`config.mk`:
```
export PLATFORM = sky130hd
export DESIGN_NAME = neo_clkgen_sync
export DESIGN_NICKNAME = d
export VERILOG_FILES = /design/src/rtl/neo_clkgen_sync.sv
export SDC_FILE = /design/constraint.sdc
export NUM_CORES = 1
export LEC_CHECK = 0
export BUFFER_PORTS_ARGS = -buffer_cell sky130_fd_sc_hd__buf_2
export CORE_AREA = 2 2 39 41
export CTS_BUF_LIST = sky130_fd_sc_hd__clkbuf_4
export DETAILED_ROUTE_END_ITERATION = 16
export DIE_AREA = 0 0 41 43
export REMOVE_ABC_BUFFERS = 1
export SYNTH_ARGS = -nofsm -noshare
export SYNTH_HDL_FRONTEND = slang
export SYNTH_SLANG_ARGS = --single-unit
```
`constraint.sdc`:
```
create_clock -name CLK -period 1.4 [get_ports CLK]
set_clock_uncertainty 0.1 [all_clocks]
set_input_delay 0.28 -clock CLK [delete_from_list [all_inputs] [get_ports CLK]]
set_output_delay 0.28 -clock CLK [all_outputs]
set_load 0.03 [all_outputs]
```
`src/rtl/neo_clkgen_sync.sv`:
```
`default_nettype none
// ============================================================================
// Module      : neo_clkgen_sync
// Description : Single-clock Neo-Geo clock generator. Runs on the 48 MHz
//               master clock and derives the 12M/6MB/3M/1HB and 68KCLK
//               levels from 24 MHz edge enables, together with one-cycle
//               enable pulses that announce each level edge one cycle early.
// Revision    : 1.0 - initial release
// ============================================================================
module neo_clkgen_sync (
  input  logic CLK,
  input  logic RESET,
  input  logic CLK_EN_24M_P,
  input  logic CLK_EN_24M_N,
  output logic CLK_12M,
  output logic CLK_EN_12M,
  output logic CLK_EN_12M_N,
  output logic CLK_68KCLK,
  output logic CLK_68KCLKB,
  output logic CLK_EN_68K_P,
  output logic CLK_EN_68K_N,
  output logic CLK_6MB,
  output logic CLK_EN_6MB,
  output logic CLK_3M,
  output logic CLK_1HB,
  output logic CLK_EN_1HB
);

  // Divider chain advanced on 24 MHz falling edges; bit 0 is 12M, bit 1 is
  // 6M, bit 2 is 3M.
  logic [2:0] div;
  // 68000 clock phase, advanced on 24 MHz rising edges so it sits half a
  // 24 MHz period away from CLK_12M.
  logic       k68;

  // Divider counter: wraps 7 -> 0 naturally through 3-bit arithmetic.
  always_ff @(posedge CLK) begin
    if (RESET) begin
      div <= 3'd0;
    end else if (CLK_EN_24M_N) begin
      div <= div + 3'd1;
    end
  end

  // 68000 clock toggle on each 24 MHz rising edge.
  always_ff @(posedge CLK) begin
    if (RESET) begin
      k68 <= 1'b0;
    end else if (CLK_EN_24M_P) begin
      k68 <= ~k68;
    end
  end

  // Level outputs come straight from the state flops, so RESET has no
  // combinational route to them.
  assign CLK_12M     = div[0];
  assign CLK_6MB     = ~div[1];
  assign CLK_3M      = div[2];
  assign CLK_1HB     = ~div[2];
  assign CLK_68KCLK  = k68;
  assign CLK_68KCLKB = ~k68;

  // Edge enables: asserted in the cycle whose clock edge moves the level,
  // and held off entirely while the block is in reset.
  always_comb begin
    CLK_EN_12M   = 1'b0;
    CLK_EN_12M_N = 1'b0;
    CLK_EN_6MB   = 1'b0;
    CLK_EN_1HB   = 1'b0;
    CLK_EN_68K_P = 1'b0;
    CLK_EN_68K_N = 1'b0;
    if (!RESET) begin
      CLK_EN_12M   = CLK_EN_24M_N & ~div[0];
      CLK_EN_12M_N = CLK_EN_24M_N & div[0];
      CLK_EN_6MB   = CLK_EN_24M_N & (div[1:0] == 2'd3);
      CLK_EN_1HB   = CLK_EN_24M_N & (div == 3'd7);
      CLK_EN_68K_P = CLK_EN_24M_P & ~k68;
      CLK_EN_68K_N = CLK_EN_24M_P & k68;
    end
  end

endmodule
`default_nettype wire

```
==> out/metrics.yaml <==
status:
  outcome: "finished with violations"
  violations: "setup timing"
final_layout:
  fin_area_sq_um: 428
  num_antenna_cells: 0
  fillCellCount: 152
  final_cells: 61
  regArea_sq_um: 86.3
  syn_to_final_growth_pct: 95.4
  fin_nets: 53
  multiInputGateArea_sq_um: 160
  final_layout_size_suffix_gt1_frac: 0.667
clock_tree:
  cts_sinks: 4
  worstSkewPairLatency_ns: 0.23
  cts.clk_slew.worst_paths_ns: 0.04
  htree_num_levels: 1
  cts_root_buf: "clkbuf_4"
  cts_inserted_buffers: 3
  cts_tree: "done"
  cts_buffer_depth: 2
drt:
  vias: 239
  routed_via_density: 3.92
  drcViolationCount: 0
  ant_nets: 0
  first_pass_iters: 1
  drt-total-wl_um: 522
  drt_iter0_drc: 0
  wl_per_cell_um: 8.56
setup_path:
  crit_top_cell: "ha_4"
  r2r_slack_ns: 0.32
  worstPathRequired_ns: 1.02
  cpPeakStageDelay_ns: 0.33
  crit_arrival_ns: 1.12
  worstPathCellList: "ha_4 -> ha_4 -> and2_4 -> buf_6"
  crit_path_top_delay_cell: "dfxtp_2"
  cp_max_fo: 2
  end_kind: "output pin"
  cp-start-kind: "flip-flop"
  worst-setup-path-type: "reg -> out"
yosys:
  synth_top_area_share: 0.366
  synth.top_cells.by_count: "4 x dfxtp_1, 4 x nor2_1, 3 x and2_1, 3 x inv_1"
  syn_area_sq_um: 219
  yosys-top-cells-area: "dfxtp_1 37%, ha_1 11%, mux2i_1 9.1%, and2_1 8.6%, xnor2_1 8.0%"
  yosysSeqAreaShare: 0.366
  yosys.area.top_type: "dfxtp_1"
  synth_edf_count: 0
  ys_seq_elements: 4
  synth_flop_cell: "dfxtp_1"
  ys_warn_count: 0
  syn_avg_cell_area_sq_um: 9.12
  synthArstFlopShare: 0
  synth_cell_types: 10
  syn-instance-count: 24
timing:
  final_max_slew_viol_count: 0
  worst_slew_pin_slew_ns: 0.182
  setup_viol: 1
  slew-limit-headroom: 0.879
  finalHoldViolations: 0
  fin_ws_ns: -0.100
  min_period_ns: 1.50
  fin_crit_sh: 1.07
  rsz0062_at_grt: "yes"
  clock.fmax_mhz: 666
job:
  cap_viol_max_count: 0
die:
  rows: 14
  core_area_sq_mm: 0.00138
  ios: 16
  start_util: 0.158
  dieArea_sq_mm: 0.00176
  die_w_um: 41
  die-height_um: 43
global_route:
  grt_overflow: 0
  grt_antenna_before_repair: 0
  grt.total_usage: 0.0623
  grt_pass1_vias: 177
  grt_pass1_wl_um: 690
  grt_start_max_net_pins: 8
placement:
  dp.cells: 56
  gp_congestion: 0.524
  port_buffers: 15
  dpl_cell_area_sq_um: 322
power:
  switching_power_w: 0.000127
  power_density_mw_per_mm2: 938
  total_power_w: 0.000401
  ir_worst_vdd_mv: 0.373
  p_int_w: 0.000274
  p_clk_frac: 0.356
  sw_frac_of_total: 0.317
  comb_power_share: 0.304
  p_seq_frac: 0.340
  p_leak_nw: 0.199
worst_hold_path:
  hp-class: "in -> reg"
## power groups by stage
stage	Sequential, W	Combinational [W]	Clock [W]
floorplan	0.000147	0.0000534	0
global placement	0.000133	0.000102	0
detailed placement	0.000134	0.000104	0
CTS	0.000133	0.000112	0.000152
global route	0.000138	0.000134	0.000160
finish	0.000136	0.000122	0.000143
## registers in the layout, summed over array words and instances, names as in the netlist
name / count
CLK_68KCLK: 1
div: 3
## cell families (layout without fill, tap and decap cells)
| kind of cell | after synthesis | after routing | share of synthesized area |
|---|---|---|---|
| adders and majority gates | 2 | 2 | 0.114 |
| and+or+nand+nor | 11 | 11 | 0.297 |
| muxes | 2 | 2 | 0.0914 |
| DFF | 4 | 4 | 0.366 |
| xor gates and xnor gates | 2 | 2 | 0.0800 |
| buffers and inverters | 3 | 24 | 0.0514 |
## area by class of cell
type,instances,area share
clock buffer,3,0.0526
inverter,3,0.0263
multi-input combinational,17,0.374
sequential,4,0.202
tap,16,0.0468
timing repair buffer,18,0.298
## per-stage QoR
step / hold WS, ns / util / TNS [ns] / worst slack [ns]
floorplan: 0.252 / - / -0.933 / -0.563
global placement: 0.414 / 0.232 / 0 / 0.0683
detailed placement: 0.437 / 0.232 / 0 / 0.0626
CTS: 0.200 / 0.272 / -0.145 / -0.120
global route: 0.226 / 0.309 / -0.224 / -0.135
finish: 0.209 / 0.309 / -0.100 / -0.100
## placed cells by master, fill, tap and decap left out
cell | Yosys | final
mux2i_1 | 2 | 2
dfxtp_2 | 0 | 2
nor3b_2 | 0 | 1
clkbuf_4 | 0 | 3
buf_2 | 0 | 9
and2b_1 | 1 | 1
nor2b_2 | 1 | 1
nor2_1 | 4 | 4
and2_4 | 0 | 1
buf_6 | 0 | 4
buf_4 | 0 | 5
dfxtp_4 | 0 | 1
inv_1 | 3 | 2
ha_4 | 0 | 2
xnor2_1 | 2 | 2
and2_1 | 3 | 2
inv_2 | 0 | 1
dfxtp_1 | 4 | 1
nor3b_1 | 2 | 1
## per-layer routing
layer | up-vias | GRT usage | part of all wire
met5 | - | 0 | 0
met4 | 0 | 0.0200 | 0
met3 | 0 | 0.0628 | 0.12
met2 | 15 | 0.0813 | 0.49
met1 | 105 | 0.0677 | 0.39
li1 | 119 | - | -
## worst paths after layout
check               endpoint          from  cells past startpoint
setup / recovery  CLK_EN_1HB        div[0]                      4
hold / removal    CLK_68KCLK  CLK_EN_24M_P                      3
setup reg to reg      div[2]        div[0]                      4
hold reg to reg       div[2]        div[2]                      2
## timing repair
item                       in CTS  in global routing
setup buffers                   1                  1
hold buffers                    0                  0
pin swaps                       1                  2
resized for setup              11                 11
hold endpoints to repair        0                  0
setup endpoints to repair       4                  6
## critical path, delay by kind of cell, from the launching register on
family,cells,cell delay (ns)
buffers and inverters,1,0.13
adders and majority gates,2,0.30
and+or+nand+nor,1,0.13
DFF,1,0.33
Note: power is estimated with default switching activity, not from simulation.
